`config.mk`:
```
export PLATFORM = sky130hd
export DESIGN_NAME = psram_arbiter
export DESIGN_NICKNAME = d
export VERILOG_FILES = /design/src/rtl/psram_arbiter.sv
export SDC_FILE = /design/constraint.sdc
export NUM_CORES = 1
export LEC_CHECK = 0
export CAP_MARGIN = 40
export CORE_MARGIN = 2
export CORE_UTILIZATION = 46
export CTS_CLUSTER_DIAMETER = 150
export DETAILED_ROUTE_END_ITERATION = 16
export PLACE_DENSITY = 0.83
export SYNTH_ARGS = -nofsm -noshare
export SYNTH_HDL_FRONTEND = slang
export SYNTH_SLANG_ARGS = --single-unit
```
`constraint.sdc`:
```
create_clock -name i_clk -period 8.55 [get_ports i_clk]
set_input_delay 0.855 -clock i_clk [delete_from_list [all_inputs] [get_ports i_clk]]
set_output_delay 0.855 -clock i_clk [all_outputs]
set_load 0.03 [all_outputs]
```
`src/rtl/psram_arbiter.sv`:
```
// Two-port arbiter in front of a single PSRAM controller: port A (CPU) and port B (video/DMA)
// share the controller with round-robin tie-breaking and a watchdog that aborts stuck transactions.
module psram_arbiter #(
  parameter int unsigned TIMEOUT   = 255,
  parameter int unsigned LAST_INIT = 1
) (
  input  logic        i_clk,
  input  logic        i_rst,
  input  logic        i_a_stb,
  input  logic        i_a_we,
  input  logic [23:0] i_a_addr,
  input  logic [15:0] i_a_din,
  output logic        o_a_busy,
  output logic        o_a_done,
  output logic [15:0] o_a_dout,
  input  logic        i_b_stb,
  input  logic        i_b_we,
  input  logic [23:0] i_b_addr,
  input  logic [15:0] i_b_din,
  output logic        o_b_busy,
  output logic        o_b_done,
  output logic [15:0] o_b_dout,
  output logic        o_mem_stb,
  output logic        o_mem_we,
  output logic [23:0] o_mem_addr,
  output logic [15:0] o_mem_din,
  input  logic        i_mem_busy,
  input  logic        i_mem_done,
  input  logic [15:0] i_mem_dout,
  output logic        o_grant,
  output logic        o_timeout
);

  localparam int unsigned CW   = (TIMEOUT < 2) ? 1 : $clog2(TIMEOUT + 1);
  localparam logic [CW:0] TLIM = (CW + 1)'(TIMEOUT);

  localparam logic [2:0] S_INIT        = 3'd0;
  localparam logic [2:0] S_IDLE        = 3'd1;
  localparam logic [2:0] S_ISSUE       = 3'd2;
  localparam logic [2:0] S_WAIT_ACCEPT = 3'd3;
  localparam logic [2:0] S_WAIT_DONE   = 3'd4;

  logic [2:0]    state_q, state_d;
  logic          a_pend_q, a_pend_d, b_pend_q, b_pend_d;
  logic          a_we_q, a_we_d, b_we_q, b_we_d;
  logic [23:0]   a_addr_q, a_addr_d, b_addr_q, b_addr_d;
  logic [15:0]   a_din_q, a_din_d, b_din_q, b_din_d;
  logic          a_done_q, a_done_d, b_done_q, b_done_d;
  logic [15:0]   a_dout_q, a_dout_d, b_dout_q, b_dout_d;
  logic          mem_we_q, mem_we_d;
  logic [23:0]   mem_addr_q, mem_addr_d;
  logic [15:0]   mem_din_q, mem_din_d;
  logic          grant_q, grant_d, last_q, last_d, timeout_q, timeout_d;
  logic [CW-1:0] cnt_q, cnt_d;
  logic [CW:0]   cnt_inc;
  logic          sel;

  always_comb begin
    state_d    = state_q;
    a_pend_d   = a_pend_q;   b_pend_d   = b_pend_q;
    a_we_d     = a_we_q;     b_we_d     = b_we_q;
    a_addr_d   = a_addr_q;   b_addr_d   = b_addr_q;
    a_din_d    = a_din_q;    b_din_d    = b_din_q;
    a_done_d   = 1'b0;       b_done_d   = 1'b0;
    a_dout_d   = a_dout_q;   b_dout_d   = b_dout_q;
    mem_we_d   = mem_we_q;
    mem_addr_d = mem_addr_q;
    mem_din_d  = mem_din_q;
    grant_d    = grant_q;
    last_d     = last_q;
    timeout_d  = timeout_q;
    cnt_d      = cnt_q;
    cnt_inc    = {1'b0, cnt_q} + (CW + 1)'(1);
    sel        = 1'b0;

    // Capture is independent of state; a busy port ignores further strobes.
    if (i_a_stb && !a_pend_q) begin
      a_pend_d = 1'b1; a_we_d = i_a_we; a_addr_d = i_a_addr; a_din_d = i_a_din;
    end
    if (i_b_stb && !b_pend_q) begin
      b_pend_d = 1'b1; b_we_d = i_b_we; b_addr_d = i_b_addr; b_din_d = i_b_din;
    end

    case (state_q)
      S_INIT: if (!i_mem_busy && i_mem_done) state_d = S_IDLE;
      S_IDLE: begin
        if (a_pend_q || b_pend_q) begin
          sel        = (a_pend_q && b_pend_q) ? ~last_q : b_pend_q;
          grant_d    = sel;
          mem_we_d   = sel ? b_we_q   : a_we_q;
          mem_addr_d = sel ? b_addr_q : a_addr_q;
          mem_din_d  = sel ? b_din_q  : a_din_q;
          state_d    = S_ISSUE;
        end
      end
      S_ISSUE: begin
        cnt_d   = '0;
        state_d = S_WAIT_ACCEPT;
      end
      S_WAIT_ACCEPT, S_WAIT_DONE: begin
        if (state_q == S_WAIT_DONE && !i_mem_busy && i_mem_done) begin
          if (grant_q) begin
            b_done_d = 1'b1; b_pend_d = 1'b0;
            if (!mem_we_q) b_dout_d = i_mem_dout;
          end else begin
            a_done_d = 1'b1; a_pend_d = 1'b0;
            if (!mem_we_q) a_dout_d = i_mem_dout;
          end
          last_d  = grant_q;
          state_d = S_IDLE;
        end else if (cnt_inc >= TLIM) begin
          // Abort: release the granted port with its old read data, resync the controller in INIT.
          cnt_d     = TLIM[CW-1:0];
          timeout_d = 1'b1;
          if (grant_q) begin
            b_done_d = 1'b1; b_pend_d = 1'b0;
          end else begin
            a_done_d = 1'b1; a_pend_d = 1'b0;
          end
          state_d = S_INIT;
        end else begin
          cnt_d = cnt_inc[CW-1:0];
          if (state_q == S_WAIT_ACCEPT && i_mem_busy) state_d = S_WAIT_DONE;
        end
      end
      default: state_d = S_INIT;
    endcase
  end

  always_ff @(posedge i_clk or posedge i_rst) begin
    if (i_rst) begin
      state_q    <= S_INIT;
      a_pend_q   <= 1'b0;  b_pend_q   <= 1'b0;
      a_we_q     <= 1'b0;  b_we_q     <= 1'b0;
      a_addr_q   <= '0;    b_addr_q   <= '0;
      a_din_q    <= '0;    b_din_q    <= '0;
      a_done_q   <= 1'b0;  b_done_q   <= 1'b0;
      a_dout_q   <= '0;    b_dout_q   <= '0;
      mem_we_q   <= 1'b0;
      mem_addr_q <= '0;
      mem_din_q  <= '0;
      grant_q    <= 1'b0;
      last_q     <= LAST_INIT[0];
      timeout_q  <= 1'b0;
      cnt_q      <= '0;
    end else begin
      state_q    <= state_d;
      a_pend_q   <= a_pend_d;  b_pend_q   <= b_pend_d;
      a_we_q     <= a_we_d;    b_we_q     <= b_we_d;
      a_addr_q   <= a_addr_d;  b_addr_q   <= b_addr_d;
      a_din_q    <= a_din_d;   b_din_q    <= b_din_d;
      a_done_q   <= a_done_d;  b_done_q   <= b_done_d;
      a_dout_q   <= a_dout_d;  b_dout_q   <= b_dout_d;
      mem_we_q   <= mem_we_d;
      mem_addr_q <= mem_addr_d;
      mem_din_q  <= mem_din_d;
      grant_q    <= grant_d;
      last_q     <= last_d;
      timeout_q  <= timeout_d;
      cnt_q      <= cnt_d;
    end
  end

  assign o_a_busy   = a_pend_q;
  assign o_b_busy   = b_pend_q;
  assign o_a_done   = a_done_q;
  assign o_b_done   = b_done_q;
  assign o_a_dout   = a_dout_q;
  assign o_b_dout   = b_dout_q;
  assign o_mem_stb  = (state_q == S_ISSUE);
  assign o_mem_we   = mem_we_q;
  assign o_mem_addr = mem_addr_q;
  assign o_mem_din  = mem_din_q;
  assign o_grant    = grant_q;
  assign o_timeout  = timeout_q;

endmodule

```
# --- Yosys cells after proc, flatten, opt, wreduce, memory -nomap -nowiden ---
# Cells that the tools add are included.
word_totals:
  mem_bits_rw: 0
  n_memories: 0
  elab_cells: 86
  rom_bits: 0
  latch_bits: 0
  output_inout_bits: 80
  reg_bits: 173
  inputBits: 104
classes:
  n_reduce_logical: 21
  mux: 31
  n_addsub: 1
  n_eq_ne: 8
  mul: 0
  bitwise_logic: 4
  magnitude_cmp: 1
  shift: 0
  n_div: 0
ops:
  columns: ["operator", "count"]
  rows:
  - ["24-bit 2-to-1 mux", 1]
  - ["1-bit 2-to-1 mux", 20]
  - ["16-bit 2-to-1 mux", 1]
  - ["8-bit 2-to-1 mux", 2]
  - ["8-bit one-hot mux with 2 select lines", 1]
  - ["3-bit 2-to-1 mux", 5]
  - ["3-bit one-hot mux with 4 select lines", 1]
  - ["8-bit by 1-bit adder with 9-bit output, second input constant", 1]
  - ["9-bit by 8-bit >= comparator with 1-bit output, second input constant", 1]
  - ["4-bit AND reduction", 2]
  - ["1-bit logical AND", 7]
  - ["3-bit by 2-bit equality test with 1-bit output, second input constant", 2]
  - ["2-bit != test, second input constant", 3]
  - ["2-bit AND reduction", 3]
  - ["3-bit AND reduction", 2]
  - ["4-bit != test, second input constant", 1]
  - ["1-bit inverter", 4]
  - ["3-bit by 1-bit equality test with 1-bit output, second input constant", 1]
  - ["3-bit equality test, second input constant", 1]
  - ["1-bit zero test", 3]
  - ["3-bit zero test", 1]
  - ["2-bit nonzero test", 1]
  - ["2-bit OR reduction", 1]
  - ["1-bit logical OR", 1]

# --- Depth between registers and ports, before layout ---
# Gate-level depths: netlist (run 1).
depth:
  depth_word: 7
  mapped_depth: 7
  depth_no_buf: 7

# --- Worst setup path after synthesis (run 1) ---
# No wires, ideal clock.
synth_timing:
  kind: "input-to-reg"
  from: "input port i_mem_done"
  to: "register a_dout_q[0] (netlist: o_a_dout[0])"
  arrival_ns: 1.964
  path_slack_ns: 6.461
  path_stages: 5
  t_required_ns: 8.425
  path_buffers: 1
  path_cell_list: "nor2b_1 nand2_2 nor3_4 buf_4 mux2_2"
synth_between:
  elab_chain_cells: 2
synth_rtl:
  columns: ["element", "line_no", "source"]
  rows:
  - ["start: declaration", "28", "input logic i_mem_done,"]
  - ["1-bit logical AND", "101", "if (state_q == S_WAIT_DONE && !i_mem_busy && i_mem_done) begin"]
  - ["4-bit AND reduction (no line)", null, null]
  - ["end signal: assignment", "153", "a_dout_q <= a_dout_d; b_dout_q <= b_dout_d;"]
  - ["end: declaration", "49", "logic [15:0] a_dout_q, a_dout_d, b_dout_q, b_dout_d;"]
# Every way passes these cells.
# A chain may end at the register's enable or synchronous reset.

# --- Final worst setup path (run 1) ---
layout_timing:
  from: "register state_q[2]"
  to: "output port o_mem_stb"
layout_between:
  elab_chain_cells: 1
layout_rtl:
  columns: ["element", "line_no", "source"]
  rows:
  - ["start: declaration", "43", "logic [2:0] state_q, state_d;"]
  - ["start signal: assignment", "147", "state_q <= state_d;"]
  - ["3-bit by 2-bit equality test with 1-bit output", "170", "assign o_mem_stb = (state_q == S_ISSUE);"]
  - ["end: declaration", "23", "output logic o_mem_stb,"]
# Every way passes these cells.

==> flow_summary_export.csv, run 1 <==
group,metric,value,unit
drt,wl_per_cell,17.7,um
global_routing,grt_first_pass_wirelength,26.2,mm
power,swShare,35.3,%
flow_run,maxCapViolations,0,
logic_synthesis,synth_top_family_by_area,"multiplexers",
drt,first_pass_iters,4,
floorplan,io-pin-count,184,
power,pwr-share-clk,23.7,%
finish,syn2layout_area_growth,37.0,%
logic_synthesis,synthMuxAreaShare,23.9,%
logic_synthesis,synth_xor_area_share,0.230,%
power,p_switching,1.16,mW
placed_design,io_buffers,183,
setup_path,crit_fanout,6,
setup_path,cp-end-kind,"primary output",
power,powerDensity,338,nW/um2
worst_hold_path,hp-start,"b_addr_q[0]",
clock_network,cts-hold-fix-buffers,0,
power,combinationalPowerShare,37.7,%
floorplan,die-height,128,um
logic_synthesis,synth_top_area_share,60.8,%
placed_design,dp.cells,874,
timing,maxSlewHeadroom,42.4,%
timing,slew_violations,0,
global_routing,gr-total-overflow,0,
timing,period_minus_slack,2970,ps
finish,diodes,0,
placed_design,globalplace.congestion,0.793,
setup_path,r2r_cells,4,
logic_synthesis,synth_fa_ha_area_share,0.353,%
power,leakagePower,4.44,nW
setup_path,r2r-end,"o_a_dout[14]",
finish,final_cells,906,
clock_network,cts_resized,0,
placed_design,post-dp-hpwl,10.7,mm
logic_synthesis,yosys_warnings,0,
worst_hold_path,hold_path_end,"b_addr_q[0]",
timing,fin_crit_sh,34.8,%
clock_network,clkTransAtPathRegs,60,ps
logic_synthesis,ys_seq_elements,173,
logic_synthesis,avgSynthCellArea,13.5,um2
floorplan,fp.dieArea,16400,um2
logic_synthesis,syn_nets,630,
drt,vias,4803,
logic_synthesis,synth-edff-count,0,
setup_path,critPathKind,"reg -> out",
clock_network,cts_root_buffer,"clkbuf_16",
timing,setup_violations,0,
logic_synthesis,yosys_most_used_dff,"dfrtp_1",
drt,routed_wl,16.0,mm
clock_network,post-cts-setup-buffers,0,
timing,worstMarginPinSlew,864,ps
timing,final.setup_skew,8.01,ps
global_routing,grt_pass1_vias,5165,
logic_synthesis,ys_types,46,
floorplan,initial_core_util,46.8,%
worst_hold_path,hold_depth,1,
floorplan,num_rows,45,
finish,nets,811,
global_routing,grt_max_degree,86,
drt,drt_drc_violations_left,0,
clock_network,htree_levels,4,
drt,vias_per_cell,5.30,
clock_network,cts_buffers,17,
timing,clock.fmax,336,MHz
global_routing,globalRouteTotalUtil,20.5,%
clock_network,insertion_delay,420,ps
timing,hold_violations,0,
setup_path,timing.rr.start,"state_q[1]",
logic_synthesis,seq_area_frac_synth,61.1,%
finish,drive_gt1_share,23.0,%
power,p_int,2.12,mW
timing,rsz0062_at_grt,"no",
setup_path,r2r_setup_slack,6410,ps
logic_synthesis,yosys.area_share.simple,6.15,%
clock_network,cts_sinks,173,
logic_synthesis,synth_area,7080,um2
power,irDropWorstVdd,213,uV
logic_synthesis,syn_inst,524,
worst_hold_path,hold_class,"reg -> reg",
setup_path,cp.required,7700,ps
clock_network,tritoncts,"built",
setup_path,startpoint_type,"register",
floorplan,die_w,128,um
clock_network,clockBufferDepth,2,
floorplan,core,15100,um2
timing,fin_setup_tns,0,ps
drt,first_iter_violations,340,
logic_synthesis,synthArstFlopShare,100,%
drt,ant_nets,0,
global_routing,grt_antenna_before_repair,0,
logic_synthesis,synth_area_leaders,"dfrtp_1, mux2_2, mux2i_1, a21oi_1, nor2_1",
setup_path,cp.arrival,2120,ps
power,pwr-share-seq,38.7,%
logic_synthesis,synth_compound_area_share,6.13,%
status,outcome,"finished clean",
logic_synthesis,synth_top_cell_by_area,"dfrtp_1",
-- through the flow --
| stage | hold WS [ps] | worst slack (ps) | utilization, % | area, um2 | total power, mW |
|---|---|---|---|---|---|
| CTS | 508 | 5580 | 64.0 | 9700 | 3.31 |
| finish | 504 | 5580 | 64.0 | 9700 | 3.27 |
| detailed placement | 494 | 5650 | 60.1 | 9100 | 2.52 |
| global placement | 488 | 5550 | 60.0 | 9080 | 2.46 |
| global route | 513 | 5470 | 64.0 | 9700 | 3.46 |
| floorplan | 458 | 3010 | - | 7080 | 2.02 |
-- cells by family after synthesis --
group           count (synthesis)
xor+xnor                        1
mux                           155
buf+inv                        30
simple gates                   89
fa+ha+maj                       2
flops                         173
compound gates                 74
-- power groups by stage --
stage,clock [mW],sequential (mW),combinational (mW)
after floorplan,0,1.53,0.489
after global placement,0,1.26,1.20
after detailed placement,0,1.28,1.24
after CTS,0.792,1.27,1.25
after global routing,0.830,1.30,1.33
final,0.775,1.27,1.23
-- layout by cell type, fill, tap and decap left out, drive strengths merged, types with 2 or more instances in the layout --
master and instances:
nor3 4, a31oi 2, nor2b 5, a21oi 46, mux2 114, clkbuf 23, nand2 11, nand3b 2
and3 2, mux2i 41, nor2 49, dfrtp 172, o22a 2, nand3 4, inv 4, clkinv 5
o31ai 2, ha 2, nand2b 4, o21ai 11, o211ai 2, o21a 3, bufinv 2, clkdlybuf4s50 183
buf 6, nor3b 2
-- layout make-up --
cell class / count / area [um2]
fill: 1095 / 5450
sequential: 173 / 4330
multi-input combinational: 321 / 2630
timing repair buffer: 189 / 1890
clock buffer: 23 / 488
tap: 188 / 235
clock inverter: 9 / 109
inverter: 3 / 16.3
-- worst max path at each step --
stage	slack (ps)	depth (start not counted)	endpoint	start
floorplan	3010	1	a_addr_q[0]	i_rst
CTS	5580	4	o_mem_stb	state_q[2]
finish	5580	4	o_mem_stb	state_q[2]
detailed placement	5650	5	o_a_dout[6]	i_mem_busy
global route	5470	4	o_mem_stb	state_q[1]
global placement	5550	3	a_addr_q[11]	i_rst
-- critical path, stage by stage (launching register included) --
cell and delay (ps):
dfrtp_1 430, nand2b_1 230, or2_2 330, inv_1 60, clkdlybuf4s50_1 660
-- state kept, by name (all words and copies together) (netlist names) --
name        flops
a_din_q        16
b_we_q          1
b_addr_q       24
o_grant         1
o_a_dout       16
state_q         3
o_a_done        1
o_b_busy        1
o_b_done        1
o_mem_addr     24
o_mem_din      16
o_timeout       1
o_mem_we        1
b_din_q        16
o_a_busy        1
a_addr_q       24
o_b_dout       16
a_we_q          1
cnt_q           8
last_q          1
-- Yosys cell counts (2+ instances only) --
master	n
nand3_1	4
o21a_1	3
nor2_1	48
nand2_2	2
nor3_1	3
o211ai_1	2
buf_1	4
o21ai_0	11
dfrtp_1	172
nand2_1	9
inv_1	3
nand2b_1	4
a31oi_1	2
clkbuf_1	7
mux2_2	114
buf_2	13
nor2b_1	5
mux2i_1	41
o22a_1	2
nand3b_1	2
a21oi_1	45
ha_1	2
buf_6	2
and3_1	2
-- layer usage --
metal	GRT usage, %	wire [um]
met3	8.51	1240
met1	25.2	6660
met5	0	0
met2	33.6	7880
met4	5.88	231
Note: power is estimated with default switching activity, not from simulation.
==> run 2: changes to the inputs <==
clock period = 3 ns   (was 8.55 ns; I/O delays follow)
==> run 2 against run 1 <==
  * Setup slack worse by 5000 ps
  * Core utilization is 0.15 points higher
  * Sequential cell count stayed put
  * Sequential share of layout area is 0.10 points lower
  * Via count hardly changed
  * Critical endpoint unchanged
  * Global-route usage hardly changed
  * Cell count is 0.22% higher
  * Critical path depth stayed put
  * Routed wire length is 0.16% higher
  * Count of clock-buffer cells in the layout is 3 lower
==> flow_summary_export.csv, run 2 (synthesized netlist as in run 1, its figures left out) <==
group,metric,value,unit
setup_path,timing.rr.start,"state_q[1]",
status,outcome,"finished clean",
worst_hold_path,hold_class,"in -> async",
setup_path,cp-end-kind,"primary output",
timing,worstMarginPinSlew,795,ps
setup_path,r2r_cells,4,
global_routing,grt_first_pass_wirelength,26.1,mm
global_routing,grt_pass1_vias,5226,
power,irDropWorstVdd,531,uV
power,combinationalPowerShare,38.1,%
drt,drt_drc_violations_left,0,
placed_design,io_buffers,183,
flow_run,maxCapViolations,0,
timing,fin_crit_sh,81.2,%
setup_path,critPathKind,"reg -> out",
floorplan,fp.dieArea,16400,um2
drt,routed_wl,16.0,mm
drt,vias,4802,
placed_design,place_ws,669,ps
drt,first_pass_iters,5,
global_routing,gr-total-overflow,0,
power,pwr-share-clk,23.3,%
floorplan,initial_core_util,46.8,%
clock_network,cts-hold-fix-buffers,0,
timing,period_minus_slack,2440,ps
clock_network,clockBufferDepth,2,
timing,holdWs,114,ps
finish,final_cells,908,
power,pwr-share-seq,38.6,%
setup_path,r2r_setup_slack,880,ps
drt,ant_nets,0,
drt,first_iter_violations,213,
timing,setup_violations,0,
setup_path,cp.required,2700,ps
setup_path,cp-endpoint,"o_mem_stb",
clock_network,post-cts-setup-buffers,0,
timing,fin_ws,564,ps
setup_path,r2r-end,"o_a_dout[4]",
placed_design,globalplace.congestion,0.774,
finish,fin_area,9720,um2
power,p_int,5.98,mW
power,p_total,9.35,mW
timing,clock.fmax,411,MHz
drt,wl_per_cell,17.7,um
finish,syn2layout_area_growth,37.3,%
power,p_switching,3.37,mW
power,swShare,36.0,%
setup_path,crit_fanout,6,
global_routing,grt_max_degree,64,
clock_network,tritoncts,"built",
placed_design,placed_area,9130,um2
clock_network,clkTransAtPathRegs,60,ps
finish,final_cell_mix,"clkdlybuf4s50_1, dfrtp_1, mux2_2",
timing,slew_violations,0,
timing,maxSlewHeadroom,46.8,%
finish,drive_gt1_share,23.5,%
clock_network,cts_sinks,173,
placed_design,dp.cells,876,
global_routing,grt_antenna_before_repair,0,
global_routing,globalRouteTotalUtil,20.6,%
setup_path,crit_start,"state_q[2]",
floorplan,die_w,128,um
placed_design,post-dp-hpwl,11.0,mm
floorplan,num_rows,45,
finish,mostFrequentLayoutCell,"clkdlybuf4s50_1",
floorplan,die-height,128,um
clock_network,cts_buffers,17,
floorplan,core,15100,um2
finish,final_util,64.2,%
power,powerDensity,961,nW/um2
power,leakagePower,4.45,nW
floorplan,io-pin-count,184,
timing,hold_violations,0,
timing,fin_setup_tns,0,ps
finish,diodes,0,
timing,final.setup_skew,15.3,ps
clock_network,htree_levels,4,
setup_path,cp.arrival,2140,ps
finish,nets,813,
clock_network,cts_root_buffer,"clkbuf_16",
clock_network,insertion_delay,430,ps
clock_network,cts_resized,0,
setup_path,startpoint_type,"register",
timing,rsz0062_at_grt,"no",
drt,vias_per_cell,5.29,
-- run 2: changes by cell type in the layout (fill, tap and decap cells not counted) --
cell	delta
clkinvlp_4	+2
buf_4	+1
inv_6	+2
clkinv_2	-3
bufinv_16	-1
clkbuf_1	-2
buf_12	+1
inv_8	+1
clkbuf_8	-1
clkinv_4	+2
-- run 2: layer usage --
metal | share of wire, % | global-route usage [%]
met4 | 2.1 | 7.37
met2 | 49 | 34.8
met5 | 0 | 0
met1 | 42 | 24.5
met3 | 6.9 | 7.14
-- run 2: worst min path at each step --
stage               cells after the start        from        endpoint  slack, ps
floorplan                               2  i_mem_busy      state_q[2]        430
global placement                        1   o_timeout       o_timeout        460
detailed placement                      1   o_timeout       o_timeout        460
CTS                                     2       i_rst    a_addr_q[20]        100
global route                            2       i_rst  o_mem_addr[20]        100
finish                                  2       i_rst    a_addr_q[20]        110
-- run 2: cell type report --
| cell class | count | area (um2) |
|---|---|---|
| repair buffers | 191 | 1920 |
| clock buffers | 20 | 467 |
| well taps | 188 | 235 |
| fillers | 1079 | 5420 |
| multi-input cells | 321 | 2630 |
| flip-flops and latches | 173 | 4330 |
| inverters | 3 | 15.0 |
| clock inverters | 12 | 126 |
-- run 2: critical path, cell delays in order (launching register included) --
cell	delay (ps)
dfrtp_1	430
nand2b_1	190
or2_2	310
inv_1	100
clkdlybuf4s50_1	680
-- run 2: power groups by stage --
stage	logic [mW]	clock network [mW]	registers, mW
after floorplan	1.39	0	4.36
after global placement	3.46	0	3.59
after detailed placement	3.59	0	3.64
after CTS	3.60	2.22	3.61
after global routing	3.83	2.32	3.70
final	3.56	2.18	3.61
